**config.mk**
```make
export PLATFORM = sky130hd
export DESIGN_NAME = cosine_job_arbiter_flat
export DESIGN_NICKNAME = d
export VERILOG_FILES = /design/src/rtl/cosine_job_arbiter_if.sv /design/src/rtl/cosine_job_arbiter.sv /design/src/flat_wrapper.sv
export SDC_FILE = /design/constraint.sdc
export NUM_CORES = 1
export LEC_CHECK = 0
export ABC_CLOCK_PERIOD_IN_PS = 3700
export CAP_MARGIN = 40
export CORE_MARGIN = 5
export CORE_UTILIZATION = 42
export CTS_CLUSTER_DIAMETER = 60
export CTS_CLUSTER_SIZE = 20
export DETAILED_ROUTE_END_ITERATION = 10
export GPL_ROUTABILITY_DRIVEN = 0
export PLACE_DENSITY = 0.84
export SLEW_MARGIN = 10
export SYNTH_ARGS = -nofsm -noshare
export SYNTH_HDL_FRONTEND = slang
export SYNTH_SLANG_ARGS = --single-unit
export TNS_END_PERCENT = 10
```
**constraint.sdc**
```tcl
create_clock -name clk -period 3.7 [get_ports clk]
set_input_delay 0.74 -clock clk [delete_from_list [all_inputs] [get_ports clk]]
set_output_delay 0.74 -clock clk [all_outputs]
set_load 0.01 [all_outputs]
```
**src/rtl/cosine_job_arbiter_if.sv**
```systemverilog
// Requester-side and cosine-unit-side signals of the cosine job arbiter.
// The slave modport is the arbiter's view; the master modport is the surrounding logic.
interface cosine_job_arbiter_if #(
    parameter int NREQ  = 4,
    parameter int X_W   = 16,
    parameter int Y_W   = 8,
    parameter int ANS_W = 16
);
    logic [NREQ-1:0]     req;
    logic [NREQ*X_W-1:0] req_x;
    logic [NREQ*Y_W-1:0] req_y;
    logic [NREQ-1:0]     req_ack;
    logic [NREQ-1:0]     rsp_valid;
    logic [ANS_W-1:0]    rsp_ans;
    logic                rsp_err;
    logic                busy;
    logic                cos_start;
    logic [X_W-1:0]      cos_x;
    logic [Y_W-1:0]      cos_y;
    logic [ANS_W-1:0]    cos_ans;
    logic                cos_ans_ready;

    modport slave (
        input  req, req_x, req_y, cos_ans, cos_ans_ready,
        output req_ack, rsp_valid, rsp_ans, rsp_err, busy, cos_start, cos_x, cos_y
    );

    modport master (
        output req, req_x, req_y, cos_ans, cos_ans_ready,
        input  req_ack, rsp_valid, rsp_ans, rsp_err, busy, cos_start, cos_x, cos_y
    );
endinterface

```
**src/rtl/cosine_job_arbiter.sv**
```systemverilog
// Round-robin scheduler sharing one cosine unit between NREQ requesters:
// grant, capture operands, pulse start, wait for a fresh ready (or time out), respond.
module cosine_job_arbiter #(
    parameter int NREQ    = 4,
    parameter int X_W     = 16,
    parameter int Y_W     = 8,
    parameter int ANS_W   = 16,
    parameter int TIMEOUT = 1023
) (
    input logic                  clk,
    input logic                  rst,
    cosine_job_arbiter_if.slave  bus
);
    localparam int IDX_W = $clog2(NREQ);
    localparam int CNT_W = $clog2(TIMEOUT + 1);

    typedef enum logic [1:0] {
        S_IDLE,
        S_START,
        S_WAIT,
        S_RESP
    } state_t;

    state_t           r_state;
    logic [IDX_W-1:0] r_gnt_idx;
    logic [IDX_W-1:0] r_last_gnt;
    logic [X_W-1:0]   r_cos_x;
    logic [Y_W-1:0]   r_cos_y;
    logic             r_armed;
    logic [CNT_W-1:0] r_cnt;
    logic [ANS_W-1:0] r_rsp_ans;
    logic             r_rsp_err;

    logic             w_any;
    logic [IDX_W-1:0] w_win;
    logic [IDX_W-1:0] w_cand;
    logic [NREQ-1:0]  w_gnt_onehot;

    // Walk candidates from farthest to nearest so the one right after last_gnt wins.
    always_comb begin
        // NOTE: every combinational output gets a default first, so no path infers a latch.
        w_any  = 1'b0;
        w_win  = '0;
        w_cand = '0;
        for (int off = NREQ; off >= 1; off--) begin
            w_cand = IDX_W'((int'(r_last_gnt) + off) % NREQ);
            if (bus.req[w_cand]) begin
                w_any = 1'b1;
                w_win = w_cand;
            end
        end
    end

    assign w_gnt_onehot  = NREQ'(1) << r_gnt_idx;
    assign bus.req_ack   = (r_state == S_START) ? w_gnt_onehot : '0;
    assign bus.rsp_valid = (r_state == S_RESP)  ? w_gnt_onehot : '0;
    assign bus.cos_start = (r_state == S_START);
    assign bus.busy      = (r_state != S_IDLE);
    assign bus.cos_x     = r_cos_x;
    assign bus.cos_y     = r_cos_y;
    assign bus.rsp_ans   = r_rsp_ans;
    assign bus.rsp_err   = r_rsp_err;

    // NOTE: non-blocking assignments so every register updates from the same pre-edge values.
    always_ff @(posedge clk or negedge rst) begin
        if (!rst) begin
            r_state    <= S_IDLE;
            r_gnt_idx  <= '0;
            r_last_gnt <= IDX_W'(NREQ - 1);
            r_cos_x    <= '0;
            r_cos_y    <= '0;
            r_armed    <= 1'b0;
            r_cnt      <= '0;
            r_rsp_ans  <= '0;
            r_rsp_err  <= 1'b0;
        end else begin
            case (r_state)
                S_IDLE: begin
                    if (w_any) begin
                        r_gnt_idx  <= w_win;
                        r_last_gnt <= w_win;
                        r_cos_x    <= bus.req_x[w_win*X_W +: X_W];
                        r_cos_y    <= bus.req_y[w_win*Y_W +: Y_W];
                        r_state    <= S_START;
                    end
                end
                S_START: begin
                    r_cnt   <= '0;
                    // A ready already high here belongs to the previous job.
                    r_armed <= ~bus.cos_ans_ready;
                    r_state <= S_WAIT;
                end
                S_WAIT: begin
                    r_cnt <= r_cnt + 1'b1;
                    if (!bus.cos_ans_ready) begin
                        r_armed <= 1'b1;
                    end
                    if (r_armed && bus.cos_ans_ready) begin
                        r_rsp_ans <= bus.cos_ans;
                        r_rsp_err <= 1'b0;
                        r_state   <= S_RESP;
                    end else if (r_cnt == CNT_W'(TIMEOUT - 1)) begin
                        r_rsp_ans <= '0;
                        r_rsp_err <= 1'b1;
                        r_state   <= S_RESP;
                    end
                end
                S_RESP: begin
                    r_state <= S_IDLE;
                end
                default: begin
                    r_state <= S_IDLE;
                end
            endcase
        end
    end
endmodule

```
**src/flat_wrapper.sv**
```systemverilog
// flat-port wrapper written by rule: the top's interface ports become plain ports
module cosine_job_arbiter_flat 
#(
    parameter int NREQ    = 4,
    parameter int X_W     = 16,
    parameter int Y_W     = 8,
    parameter int ANS_W   = 16,
    parameter int TIMEOUT = 1023
)
  (clk, rst, bus_req, bus_req_x, bus_req_y, bus_cos_ans, bus_cos_ans_ready, bus_req_ack, bus_rsp_valid, bus_rsp_ans, bus_rsp_err, bus_busy, bus_cos_start, bus_cos_x, bus_cos_y);
  cosine_job_arbiter_if #(.NREQ(NREQ), .X_W(X_W), .Y_W(Y_W), .ANS_W(ANS_W)) bus_i ();
  input logic clk;
  input logic rst;
  input wire logic [$bits(bus_i.req)-1:0] bus_req;
  input wire logic [$bits(bus_i.req_x)-1:0] bus_req_x;
  input wire logic [$bits(bus_i.req_y)-1:0] bus_req_y;
  input wire logic [$bits(bus_i.cos_ans)-1:0] bus_cos_ans;
  input wire logic [$bits(bus_i.cos_ans_ready)-1:0] bus_cos_ans_ready;
  output wire logic [$bits(bus_i.req_ack)-1:0] bus_req_ack;
  output wire logic [$bits(bus_i.rsp_valid)-1:0] bus_rsp_valid;
  output wire logic [$bits(bus_i.rsp_ans)-1:0] bus_rsp_ans;
  output wire logic [$bits(bus_i.rsp_err)-1:0] bus_rsp_err;
  output wire logic [$bits(bus_i.busy)-1:0] bus_busy;
  output wire logic [$bits(bus_i.cos_start)-1:0] bus_cos_start;
  output wire logic [$bits(bus_i.cos_x)-1:0] bus_cos_x;
  output wire logic [$bits(bus_i.cos_y)-1:0] bus_cos_y;
  assign bus_i.req = bus_req;
  assign bus_i.req_x = bus_req_x;
  assign bus_i.req_y = bus_req_y;
  assign bus_i.cos_ans = bus_cos_ans;
  assign bus_i.cos_ans_ready = bus_cos_ans_ready;
  assign bus_req_ack = bus_i.req_ack;
  assign bus_rsp_valid = bus_i.rsp_valid;
  assign bus_rsp_ans = bus_i.rsp_ans;
  assign bus_rsp_err = bus_i.rsp_err;
  assign bus_busy = bus_i.busy;
  assign bus_cos_start = bus_i.cos_start;
  assign bus_cos_x = bus_i.cos_x;
  assign bus_cos_y = bus_i.cos_y;
  cosine_job_arbiter #(.NREQ(NREQ), .X_W(X_W), .Y_W(Y_W), .ANS_W(ANS_W), .TIMEOUT(TIMEOUT)) u_core (.clk(clk), .rst(rst), .bus(bus_i));
endmodule
```
### Word-level counts from Yosys, hierarchy flattened

Cells that the tools add are included.

* flip-flop bits (word level): 58
* input bits: 119
* logic and storage cells: 67

* $add $sub $neg: 5
* $lt $le $gt $ge: 4
* equal/unequal tests: 7
* shift-type cells: 3
* muxes and demuxes: 29
* bitwise operators: 1
* reduce and logical (&&, ||, !) cells: 9

Operators by type and width (count)
* 64-bit by 7-bit indexed part select with 16-bit output: 1
* 16-bit two-way mux: 2
* 32-bit by 6-bit indexed part select with 8-bit output: 1
* 10-bit one-hot mux with 2 select lines: 1
* 2-bit two-way mux: 7
* 2-bit by 3-bit < comparator with 1-bit output (second input constant): 4
* 1-bit two-way mux: 11
* 10-bit by 1-bit adder with 10-bit output (second input constant): 1
* 10-bit equality test (second input constant): 1
* 1-bit binary-select mux with 2-bit select: 4
* 4-bit two-way mux: 2
* 2-bit one-hot mux with 4 select lines: 1
* 2-bit AND reduction: 4
* 2-bit nonzero test: 3
* 2-bit by 1-bit adder with 2-bit output (second input constant): 2
* 2-bit adder (second input constant): 2
* 2-bit equality test (second input constant): 2
* 1-bit by 2-bit left shift with 4-bit output (first input constant): 1
* 3-bit by 1-bit inequality test with 1-bit output (second input constant): 1
* 2-bit by 1-bit equality test with 1-bit output (second input constant): 1
* 2-bit logical NOT: 1
* 2-bit by 1-bit inequality test with 1-bit output (second input constant): 1
* 2-bit inequality test (second input constant): 1
* 1-bit one-hot mux with 2 select lines: 1
* other kinds (2): 2

### Depth between registers and ports, before layout

* word-level depth: 9
* gate-level depth with buffers: 8
* mapped depth without buffers: 6

### Worst setup path before layout

Ideal clock, no wire load.

* path kind: input -> register
* from: input port bus_req[1]
* to: register u_core.r_cos_x[0], in the netlist u_core.bus.cos_x[0]
* library setup time: 0.139 ns
* arrival time: 1.814 ns
* path slack: 1.747 ns
* stages: 6
* buffers on the path: 1
* path through: or2b_1 a21oi_2 a211oi_4 buf_6 mux2i_1 o221ai_1

* cells in the longest elaborated chain, start to end: 7
* elaborated cells between the ends (all ways): 18
* those cells by class: shift (1); mux (16); reduce/logical (1)

RTL lines
* start: declaration: RTL line flat_wrapper.sv:14 `input wire logic [$bits(bus_i.req)-1:0] bus_req;`
* 1-bit binary-select mux with 2-bit select: RTL line cosine_job_arbiter.sv:47 `if (bus.req[w_cand]) begin`
* 1-bit two-way mux (implied by the code): RTL line cosine_job_arbiter.sv:47
* 2-bit two-way mux or 1-bit two-way mux (tied branches) (4 in a row): RTL line cosine_job_arbiter.sv:47
* 64-bit by 7-bit indexed part select with 16-bit output or 2-bit AND reduction (tied branches)
* end signal: assignment: RTL line cosine_job_arbiter.sv:82 `r_cos_x <= bus.req_x[w_win*X_W +: X_W];`
* end: declaration: RTL line cosine_job_arbiter.sv:27 `logic [X_W-1:0] r_cos_x;`

Parallel ways exist; a longest one is shown, timed or not. The select of a mux whose other input is x is not followed.
A chain may end at the register's enable or synchronous reset.

### Worst setup path after layout

* from: register u_core.r_state[1]
* to: output port bus_req_ack[0]

* cells in the longest elaborated chain, start to end: 2

RTL lines
* start: declaration: RTL line cosine_job_arbiter.sv:24 `state_t r_state;`
* start signal: assignment: RTL line cosine_job_arbiter.sv:67 `r_state <= S_IDLE;`
* start signal: assignment: RTL line cosine_job_arbiter.sv:84 `r_state <= S_START;`
* start signal: assignment: RTL line cosine_job_arbiter.sv:91 `r_state <= S_WAIT;`
* 2-bit by 1-bit equality test with 1-bit output: RTL line cosine_job_arbiter.sv:55 `assign bus.req_ack = (r_state == S_START) ? w_gnt_onehot : '0;`
* 4-bit two-way mux: RTL line cosine_job_arbiter.sv:55
* end: declaration: RTL line flat_wrapper.sv:19 `output wire logic [$bits(bus_i.req_ack)-1:0] bus_req_ack;`

No other way between the ends.

==> results.py <==
metrics = {
    "detailed_routing": {
        "drt_iter0_drc": 128,
        "firstDrtPassIters": 4,
        "wl_per_cell_um": 17.9,
        "antenna_left": 0,
        "drc_errors": 0,
        "finalWirelength_mm": 10.1,
        "routed_via_density": 5.18,
        "via_count": 2907,
    },
    "synthesis": {
        "synth_largest_area_cell": "dfrtp_1",
        "avgSynthCellArea_um2": 10.7,
        "synth-seq-cells": 58,
        "ys_top_cells_by_area": "dfrtp_1 45%, mux2i_1 16%, o221ai_1 6.8%",
        "synth_edf_count": 0,
        "yosysSeqAreaShare_pct": 46.8,
        "yosys_warnings": 0,
        "ys_types": 37,
        "synth_top_area_share_pct": 45.1,
        "syn-num-nets": 415,
        "yosysMostFrequentCell": "dfrtp_1",
        "syn_area_um2": 3110,
        "synth-async-reset-ratio_pct": 100,
        "synth_common_cells": "56 x dfrtp_1, 49 x mux2i_1, 36 x nand2_1",
        "synth_ff_type": "dfrtp_1",
        "synth_cells": 290,
    },
    "run_status": {
        "status": "completed",
    },
    "timing": {
        "grt_setup_unrepaired": "false",
        "final.setup.tns_ns": 0,
        "final_hold_viol_count": 0,
        "holdWs_ns": 0.401,
        "finClkSkew_ns": 0.00594,
        "post-route-period-util_pct": 69.6,
        "fmax_ghz": 0.388,
        "setup_viol": 0,
        "worstMarginPinSlew_ns": 0.581,
        "relSlewSlack_pct": 61.3,
        "drv_slew": 0,
        "finalCriticalPeriod_ns": 2.57,
    },
    "floorplanning": {
        "die-width_um": 96.0,
        "start_util_pct": 43.1,
        "io_pins": 170,
        "dieArea_um2": 9220,
        "fp.dieH_um": 96.0,
        "core_um2": 7210,
        "rows": 31,
    },
    "clock_network": {
        "cts_sinks": 58,
        "cts_buffer_depth": 2,
        "cts.repair.resized": 0,
        "path_clk_slew_ns": 0.07,
        "cts_buffers": 9,
        "clk_latency_ns": 0.33,
        "cts-root-buf": "clkbuf_8",
        "cts_hold_buffers": 0,
        "post_cts_buffers": 0,
        "cts_tree": "done",
        "h-tree-depth": 3,
    },
    "setup_path": {
        "worstRegToRegCells": 5,
        "worstSetupPathType": "flip-flop to output port",
        "critPathArrivalTime_ns": 1.83,
        "start_kind": "flip-flop",
        "worstPathRequired_ns": 2.96,
        "worstPathMaxFanout": 7,
        "crit_path_end_kind": "output port",
    },
    "global_routing": {
        "use_met1_pct": 24.9,
        "antenna_found_initial": 0,
        "grt_use_met3_pct": 4.53,
        "grt_max_degree": 49,
        "grt_pass1_vias": 3085,
        "grt_pass1_wl_mm": 15.2,
        "overflow": 0,
        "busiest_layer": "met2",
        "track_usage_pct": 21.8,
        "use_met2_pct": 40.5,
    },
    "power": {
        "power.density_nw_per_um2": 717,
        "power_frac_seq_pct": 30.2,
        "clockPowerShare_pct": 17.7,
        "vdd.ir_drop.worst_mv": 0.361,
        "switching_share_pct": 36.5,
        "p_int_mw": 2.31,
        "power.switching_mw": 1.33,
        "combPwrFrac_pct": 52.1,
        "leakage_nw": 2.24,
    },
    "layout": {
        "final_layout_size_suffix_gt1_share_pct": 6.28,
        "fill_cells": 560,
        "area_growth_syn_to_layout_pct": 63.6,
        "nNetsFinal": 582,
        "diodes": 0,
    },
    "worst_hold_path": {
        "hold_path_class": "input port to asynchronous set/reset pin",
    },
    "flow_run": {
        "max_cap_violations": 0,
    },
    "placed_design": {
        "io_buffers": 169,
        "hpwl_mm": 7.89,
    },
}
worst max-delay path, cell delays in order (launching register included):
cell and delay (ns):
dfrtp_1 0.41, inv_1 0.08, ha_1 0.25, nor3b_1 0.20, clkdlybuf4s50_1 0.57
power by group through the flow:
stage               Sequential, mW  Combinational (mW)  Clock [mW]
finish                        1.10                1.90       0.646
global route                  1.14                2.05       0.689
CTS                           1.10                1.92       0.655
detailed placement            1.10                1.92           0
global placement              1.09                1.84           0
floorplan                     1.16               0.991           0
cell usage in the layout (no fill, tap or decap), drive strengths merged, types with 2 or more instances in the layout:
cell             n
a22o            16
mux2i           49
and3             4
buf              7
o22ai            5
nand4            2
bufinv           2
clkdlybuf4s50  168
a21oi            9
inv             12
clkbuf          11
nor2            11
clkinv           2
a211oi           2
o221ai          24
or2b             2
dfstp            2
nand3            6
dfrtp           56
nand2           36
nor2b            2
nand2b           2
or3              3
and3b            2
o21ai            8
nor3b            3
o22a             2
ha               6
cells by family after synthesis:
logic type | count (synthesis) | synth area share, %
flip-flops | 58 | 46.8
AO/OA/AOI/OAI | 69 | 17.4
buffers and inverters | 31 | 5.32
adder cells (fa/ha/maj) | 6 | 2.42
multiplexers | 50 | 16.1
AND/OR/NAND/NOR | 75 | 11.7
XOR/XNOR | 1 | 0.282
stage by stage:
stage	worst slack [ns]	std cells	utilization, %	cell area [µm²]	total power, mW
floorplan	1.75	290	-	3110	2.15
global placement	0.869	544	67.2	4850	2.94
detailed placement	0.904	545	67.4	4860	3.02
CTS	1.10	561	70.4	5080	3.68
global route	1.00	561	70.4	5080	3.88
finish	1.13	561	70.4	5080	3.64
layer usage:
layer	vias up	wire, µm
met4	0	85
met2	94	5630
met1	1396	3810
met5	-	0
li1	1408	-
met3	9	523
registers in the layout, indices dropped and copies added (netlist names):
register,count
u_core.r_state,2
u_core.bus.cos_x,16
u_core.r_gnt_idx,2
u_core.r_cnt,10
u_core.bus.cos_y,8
u_core.bus.rsp_ans,16
u_core.bus.rsp_err,1
u_core.r_armed,1
u_core.r_last_gnt,2
final timing paths:
path,start,to,slack [ns]
worst min-delay path,rst,u_core.bus.rsp_ans[7]$_DFFE_PN0P_,0.40
worst max-delay path,u_core.r_state[1]$_DFFE_PN0P_,bus_req_ack[0],1.13
max in group asynchronous,rst,u_core.r_last_gnt[0]$_DFFE_PN1P_,2.41
worst max register to register,u_core.r_state[0]$_DFFE_PN0P_,u_core.r_cnt[9]$_DFFE_PN0P_,1.65
worst min register to register,u_core.bus.cos_x[6]$_DFFE_PN0P_,u_core.bus.cos_x[6]$_DFFE_PN0P_,0.49
min in group clk,u_core.bus.cos_x[6]$_DFFE_PN0P_,u_core.bus.cos_x[6]$_DFFE_PN0P_,0.49
area by class of cell:
class | count | area [µm²] | area share (%)
Timing Repair Buffer | 175 | 1750 | 34.5
Clock buffer | 11 | 141 | 2.78
Multi-Input combinational cell | 201 | 1490 | 29.3
Sequential cell | 58 | 1450 | 28.6
Inverter | 12 | 45.0 | 0.886
Tap cell | 99 | 124 | 2.44
Clock inverter | 5 | 77.6 | 1.53
No activity file was read; power rests on OpenSTA's default activity.
